### config.mk
export PLATFORM = sky130hd
export DESIGN_NAME = pipeline_skid_stage
export DESIGN_NICKNAME = d
export VERILOG_FILES = /design/src/rtl/pipeline_skid_stage.sv
export SDC_FILE = /design/constraint.sdc
export NUM_CORES = 1
export LEC_CHECK = 0
export ABC_AREA = 1
export CORE_MARGIN = 1.5
export CORE_UTILIZATION = 47
export CTS_CLUSTER_SIZE = 12
export DETAILED_ROUTE_END_ITERATION = 12
export PLACE_DENSITY = 0.77
export SYNTH_ARGS = -nofsm -noshare
export SYNTH_HDL_FRONTEND = slang
export SYNTH_SLANG_ARGS = --single-unit
### constraint.sdc
create_clock -name clk -period 1.58 [get_ports clk]
set_input_delay 0.237 -clock clk [delete_from_list [all_inputs] [get_ports clk]]
set_output_delay 0.237 -clock clk [all_outputs]
set_load 0.02 [all_outputs]
### src/rtl/pipeline_skid_stage.sv
// Elastic pipeline register with a 2-entry skid buffer, flush and a saturating stall counter.
// Latency 1 cycle; registered in_ready drops only once the skid entry is occupied.
module pipeline_skid_stage #(
   parameter int               WIDTH  = 32,
   parameter logic [WIDTH-1:0] BUBBLE = '0,
   parameter int               CNT_W  = 16
) (
   input  logic             clk,
   input  logic             rst,
   input  logic             flush,
   input  logic             in_valid,
   output logic             in_ready,
   input  logic [WIDTH-1:0] in_data,
   output logic             out_valid,
   input  logic             out_ready,
   output logic [WIDTH-1:0] out_data,
   output logic [CNT_W-1:0] stall_cnt
);

   typedef enum logic [1:0] {
      ST_EMPTY = 2'd0,
      ST_FULL  = 2'd1,
      ST_SKID  = 2'd2
   } state_t;

   state_t           state_q, state_d;
   logic [WIDTH-1:0] main_q, main_d;
   logic [WIDTH-1:0] skid_q, skid_d;
   logic [CNT_W-1:0] cnt_q, cnt_d;

   always_comb begin
      state_d = state_q;
      main_d  = main_q;
      skid_d  = skid_q;
      cnt_d   = cnt_q;

      case (state_q)
         ST_EMPTY: begin
            if (in_valid) begin
               main_d  = in_data;
               state_d = ST_FULL;
            end
         end
         ST_FULL: begin
            if (out_ready) begin
               if (in_valid) begin
                  main_d = in_data;
               end else begin
                  main_d  = BUBBLE;
                  state_d = ST_EMPTY;
               end
            end else if (in_valid) begin
               skid_d  = in_data;
               state_d = ST_SKID;
            end
         end
         ST_SKID: begin
            // in_ready is low here, so the skid entry is the only thing that can move
            if (out_ready) begin
               main_d  = skid_q;
               skid_d  = BUBBLE;
               state_d = ST_FULL;
            end
         end
         default: begin
            state_d = ST_EMPTY;
            main_d  = BUBBLE;
            skid_d  = BUBBLE;
         end
      endcase

      if (flush) begin
         state_d = ST_EMPTY;
         main_d  = BUBBLE;
         skid_d  = BUBBLE;
      end

      // Counter survives flush; it is debug state, not pipeline state
      if (out_valid && !out_ready && (cnt_q != {CNT_W{1'b1}})) begin
         cnt_d = cnt_q + CNT_W'(1);
      end
   end

   always_ff @(posedge clk) begin
      if (rst) begin
         state_q <= ST_EMPTY;
         main_q  <= BUBBLE;
         skid_q  <= BUBBLE;
         cnt_q   <= '0;
      end else begin
         state_q <= state_d;
         main_q  <= main_d;
         skid_q  <= skid_d;
         cnt_q   <= cnt_d;
      end
   end

   assign out_valid = (state_q != ST_EMPTY);
   assign in_ready  = (state_q != ST_SKID);
   assign out_data  = out_valid ? main_q : BUBBLE;
   assign stall_cnt = cnt_q;

endmodule
==> impl_metrics.py, run 1 <==
metrics = {
    "cells_and_area": {
        "final_area_um2": 6100,
        "layoutNonFillerInstCount": 879,
        "drive_gt1_frac": 0.251,
        "fillCellCount": 614,
        "area.sequential_um2": 1650,
        "multi_input_area_um2": 2370,
        "n_antenna_cell": 0,
        "final_util": 0.735,
        "nNetsFinal": 807,
        "area_growth_pct": 49.4,
    },
    "synthesis": {
        "synth.area.top_cells": "dfxtp_1 40%, nand2_1 16%, nor2_1 10%",
        "synth_compound_area_frac": 0.160,
        "async_flop_share": 0,
        "yosys_register_bits": 82,
        "syn_area_per_cell_um2": 6.27,
        "synth-edff-count": 0,
        "ys_seq_area_frac": 0.402,
        "synth.distinct_cells": 19,
        "synth-simple-area-share": 0.338,
        "syn_inst": 651,
        "synth_top_family_by_area": "simple AND/OR/NAND/NOR gates",
        "syn-num-nets": 689,
        "synth_top_area_frac": 0.402,
        "yosysTopAreaCell": "dfxtp_1",
        "ys.flop_type": "dfxtp_1",
        "synth-xor-area-share": 0,
        "yosysWarnings": 0,
        "synthMuxAreaShare": 0,
        "syn_area_um2": 4080,
        "synth_fa_ha_area_frac": 0.00306,
    },
    "sta": {
        "finalCriticalPeriod_ps": 1690,
        "rsz0062_at_grt": "true",
        "fmax_mhz": 592,
        "worst_slack_ps": -108,
        "setup_viol": 39,
        "period_share": 1.07,
        "worst_slew_pin_slew_ps": 338,
        "skew_ps": 7.71,
        "slew_violations": 0,
        "maxSlewHeadroom": 0.774,
        "hold_viol_final": 0,
    },
    "power_and_ir_drop": {
        "p_sw_mw": 1.35,
        "cellPowerDensity_nw_per_um2": 766,
        "clockPowerShare": 0.346,
        "seq_power_share": 0.463,
        "p_sw_frac": 0.290,
        "peakVddDrop_mv": 0.586,
        "p_int_mw": 3.32,
        "p_total_mw": 4.67,
        "power_frac_comb": 0.191,
        "p_leak_nw": 2.62,
    },
    "global_routing": {
        "grt_pass1_wl_um": 18800,
        "grt_pass1_vias": 3886,
        "grt_max_degree": 39,
        "grt_busiest_layer": "met1",
        "grt_util_met2": 0.378,
        "grt_use_met1": 0.411,
        "antenna_found_initial": 0,
        "overflow": 0,
        "track_usage": 0.267,
        "met3_usage": 0.0340,
    },
    "drt": {
        "wl_um": 14000,
        "drc": 0,
        "dr.pass1.iters": 5,
        "drtIter0Drc": 399,
        "num_vias": 4769,
        "ant_nets": 0,
        "via_per_inst": 5.43,
        "drt-wirelength-per-cell_um": 15.9,
    },
    "clock_network": {
        "path_clk_slew_ps": 90,
        "hold_buffers": 0,
        "cts-htree-levels": 3,
        "clock_path_buffers": 2,
        "cts_tree": "yes",
        "numClockSinks": 82,
        "clk_latency_ps": 350,
        "cts-root-buf": "clkbuf_8",
        "cts_buffers": 9,
    },
    "outcome": {
        "violations": "negative setup slack",
        "outcome": "complete, but fails checks",
    },
    "floorplanning": {
        "core_area_um2": 8300,
        "die-area_um2": 9250,
        "die_w_um": 96.2,
        "start_util": 0.492,
        "num_rows": 33,
        "die_y_um": 96.2,
        "io_pins": 87,
    },
    "setup_path": {
        "crit_chain": "buf_4 > nor2_4 > buf_4 > nand2_2 > nand2_4 > nor2_4 > buf_4 > clkbuf_16 > nand2_1 > a21oi_1",
        "critPathTopFamily": "buffers and inverters",
        "cp_slowest_stage_delay_ps": 380,
        "worst_setup_path_end_kind": "register",
        "crit_path_start_kind": "register",
        "critical_path_required_ps": 1850,
        "cpMostUsedCell": "buf_4",
        "worstPathArrival_ps": 1950,
        "cp_slowest_cell": "dfxtp_4",
        "worstPathMaxFanout": 8,
        "path_class": "register to register",
        "cp_num_buf_inv": 4,
    },
    "place": {
        "dpl_cell_area_um2": 5290,
        "dpl.cell_count": 842,
        "io_buffers": 86,
        "place_congestion": 0.915,
        "dpl.hpwl_um": 8510,
        "pre_cts_ws_ps": -153,
    },
    "job": {
        "drv_cap": 0,
    },
    "worst_hold_path": {
        "hold_path_class": "register to register",
    },
}
==> power groups by stage <==
stage	Clock (mW)	Combinational [mW]	Sequential, mW
6_report	1.61	0.891	2.16
5_1_grt	1.72	0.942	2.17
4_1_cts	1.62	0.659	2.15
3_5_place_dp	0	0.646	2.20
3_3_place_gp	0	0.632	2.20
2_1_floorplan	0	0.339	2.20
==> layout by cell type, fill, tap and decap left out, types with 6 or more instances in the layout <==
master	Yosys	routed
dlygate4sd2_1	0	16
nor2_4	1	7
dfxtp_1	82	79
o21ai_0	28	28
clkbuf_8	0	10
a21oi_1	73	50
clkbuf_16	0	6
buf_6	0	18
nand2_2	0	13
clkdlybuf4s50_1	0	36
nor2_2	1	15
inv_1	58	55
nor2_1	113	93
buf_2	15	7
buf_4	0	53
o211ai_1	13	13
nand2_4	0	13
nand3_1	51	49
nand2_1	176	149
a21oi_2	0	23
buf_12	0	8
==> timing repair <==
item,in CTS,in global routing
pin swaps,1,18
resized for setup,138,161
setup buffers,2,9
cloned,1,9
setup endpoints to repair,86,76
==> routing by layer <==
| layer | wire length, um | part of all wire |
|---|---|---|
| met1 | 6120 | 0.44 |
| met4 | 219 | 0.016 |
| met3 | 1190 | 0.086 |
| met5 | 0 | 0 |
| met2 | 6420 | 0.46 |
==> final timing paths <==
check | slack (ps) | depth (start not counted) | startpoint | to
min | 470 | 2 | main_q[18] | main_q[18]
max | -110 | 10 | state_q[0] | main_q[23]
min reg2reg | 470 | 2 | main_q[18] | main_q[18]
max reg2reg | -110 | 10 | state_q[0] | main_q[23]
==> cell usage after synthesis, drive strengths merged (3+ instances only) <==
library cell and count:
nor2 115, dfxtp 82, buf 21, a21oi 73, inv 60, clkbuf 19
nand3 51, nand4 3, nand2 176, o21ai 32, o211ai 13, a211oi 4
==> sequential cells by signal, summed over array words and instances, names as in the netlist <==
signal	cells
skid_q	32
state_q	2
main_q	32
stall_cnt	16
==> stage by stage <==
stage                     TNS, ps  hold WS [ps]
after detailed placement    -7910           458
after CTS                   -1170           469
after floorplan                 0           389
after global routing        -3650           490
final                        -663           471
after global placement      -5390           448
==> final cells by class <==
cell class / count / share of cell area
clock inverters: 6 / 0.0121
well taps: 105 / 0.0215
clock buffers: 10 / 0.0226
repair buffers: 147 / 0.245
inverters: 60 / 0.0396
multi-input cells: 469 / 0.389
flip-flops and latches: 82 / 0.270
==> cell families (layout without fill, tap and decap cells) <==
kind of cell | Yosys count | in the layout
compound gates | 122 | 122
fa+ha+maj | 1 | 1
buf+inv | 100 | 223
flops | 82 | 82
simple gates | 346 | 346
==> worst reg2reg max path: cells and delay by family, from the launching register on <==
kind | cells | cell delay, ps
buffers and inverters | 4 | 600
AND/OR/NAND/NOR | 5 | 400
flip-flops | 1 | 380
AO/OA/AOI/OAI | 1 | 230
Power figures use the tool's default switching activity.
==> run 2: changes to the inputs <==
CORE_UTILIZATION = 46   (was 47)
CTS_CLUSTER_SIZE = 10   (was 12)
PLACE_DENSITY = 0.78   (was 0.77)
clock period = 1.5 ns   (was 1.58 ns; I/O delays follow)
==> run 2 against run 1 <==
Effect of this change: the flow still finishes with violations (negative setup slack); largest power group unchanged; final cell count decreased by 0.80%; die area increased by 2.1%; worst hold slack got worse by 43 ps; sequential share of layout area increased by 2.0 points; worst setup slack improved by 57 ps; non-clock buffer count decreased by 11; sequential power increased by 5%; final area decreased by 7.0%; clock-buffer cell count increased by 2; total power increased by 13%.
==> impl_metrics.py, run 2 (synthesis results as in run 1) <==
metrics = {
    "global_routing": {
        "grt_util_met2": 0.423,
        "grt_max_degree": 29,
        "overflow": 0,
        "grt_pass1_wl_um": 19300,
        "met3_usage": 0.0518,
        "antenna_found_initial": 0,
        "track_usage": 0.251,
        "grt_pass1_vias": 4143,
        "grt_busiest_layer": "met2",
        "grt_use_met1": 0.318,
    },
    "job": {
        "drv_cap": 0,
    },
    "clock_network": {
        "cts_buffers": 9,
        "path_clk_slew_ps": 80,
        "cts-root-buf": "clkbuf_8",
        "numClockSinks": 82,
        "clock_path_buffers": 2,
        "cts_tree": "yes",
        "hold_buffers": 0,
        "clk_latency_ps": 360,
        "cts-htree-levels": 3,
    },
    "sta": {
        "slew_violations": 0,
        "rsz0062_at_grt": "true",
        "worst_slack_ps": -50.7,
        "finalCriticalPeriod_ps": 1550,
        "skew_ps": 12.2,
        "hold_viol_final": 0,
        "period_share": 1.03,
        "fmax_mhz": 645,
        "setup_viol": 29,
        "worst_slew_pin_slew_ps": 310,
        "maxSlewHeadroom": 0.793,
    },
    "cells_and_area": {
        "n_antenna_cell": 0,
        "drive_gt1_frac": 0.179,
        "layout_commonest_cell": "nand2_1",
        "nNetsFinal": 797,
        "area_growth_pct": 38.9,
        "final_area_um2": 5670,
        "final_cell_mix": "172 x nand2_1, 100 x nor2_1, 79 x dfxtp_1, 68 x a21oi_1, 54 x inv_1",
        "final_util": 0.654,
    },
    "setup_path": {
        "startpoint": "state_q[1]",
        "worstPathMaxFanout": 16,
        "path_class": "register to output pin",
        "worst_setup_path_end_kind": "output pin",
        "crit_path_start_kind": "register",
        "r2r_setup_slack_ps": -10,
        "worstPathArrival_ps": 1330,
        "critical_path_required_ps": 1270,
        "worst_r2r_endpoint": "stall_cnt[4]",
        "rr_worst_depth": 10,
        "reg2reg_from": "state_q[1]",
    },
    "drt": {
        "drt-wirelength-per-cell_um": 13.9,
        "wl_um": 12100,
        "drc": 0,
        "ant_nets": 0,
        "dr.pass1.iters": 5,
        "num_vias": 4567,
        "via_per_inst": 5.24,
        "drtIter0Drc": 282,
    },
    "power_and_ir_drop": {
        "power_frac_comb": 0.149,
        "seq_power_share": 0.430,
        "p_leak_nw": 2.45,
        "p_int_mw": 4.00,
        "p_sw_frac": 0.242,
        "cellPowerDensity_nw_per_um2": 930,
        "p_sw_mw": 1.27,
        "clockPowerShare": 0.421,
        "peakVddDrop_mv": 0.837,
    },
    "worst_hold_path": {
        "hold_path_class": "input port to register",
        "holdPathStages": 5,
        "min_from": "out_ready",
        "holdPathEnd": "state_q[0]",
    },
    "place": {
        "io_buffers": 86,
        "dpl.hpwl_um": 8250,
        "place_congestion": 0.903,
        "dpl_cell_area_um2": 5360,
    },
    "floorplanning": {
        "core_area_um2": 8680,
        "start_util": 0.470,
        "die-area_um2": 9450,
        "num_rows": 34,
        "die_y_um": 97.2,
        "io_pins": 87,
        "die_w_um": 97.2,
    },
    "outcome": {
        "outcome": "complete, but fails checks",
        "violations": "negative setup slack",
    },
}
## run 2: metal layers
layer	vias to the layer above	wire, um
li1	2286	-
met1	2086	5380
met2	178	5740
met3	17	735
met4	0	235
met5	-	0
## run 2: cell type report
class	instances	area (um^2)
clock buffers	12	165
clock inverters	4	120
fillers	778	3010
inverters	60	231
multi-input cells	469	2130
flip-flops and latches	82	1650
well taps	108	135
repair buffers	136	1230
repair inverters	1	7.51
## run 2: worst max-delay path, cell delays in order (launching register included)
cell,delay [ps]
dfxtp_2,350
nor2_4,200
buf_6,200
nor2_1,70
buf_4,160
## run 2: how the worst max path moves through the flow
stage | to
global route | out_data[12]
detailed placement | skid_q[15]
CTS | out_valid
finish | out_data[12]
global placement | skid_q[31]
floorplan | stall_cnt[8]
## run 2: what timing repair did
action / in CTS / in global routing
cloned: 2 / 1
endpoints found under the hold margin: 0 / 0
resized for setup: 161 / 36
pin swaps: 2 / 6
endpoints found under the setup margin: 57 / 100
setup buffers: 2 / 4
## run 2: power groups by stage
stage,Combinational (mW),Clock [mW],Sequential [mW]
global placement,0.684,0,2.32
CTS,0.744,2.23,2.27
global route,0.849,2.34,2.28
floorplan,0.358,0,2.31
detailed placement,0.697,0,2.32
finish,0.785,2.22,2.27
## run 2: per-stage QoR
| step | cells | setup WS, ps | power (mW) | TNS [ps] | hold WS, ps |
|---|---|---|---|---|---|
| finish | 872 | -50.7 | 5.28 | -596 | 428 |
| global route | 872 | -87.3 | 5.46 | -2300 | 426 |
| CTS | 868 | -144 | 5.24 | -1290 | 465 |
| detailed placement | 848 | -258 | 3.01 | -15770 | 455 |
| global placement | 848 | -192 | 3.00 | -11610 | 448 |
| floorplan | 651 | 5.95 | 2.67 | 0 | 377 |
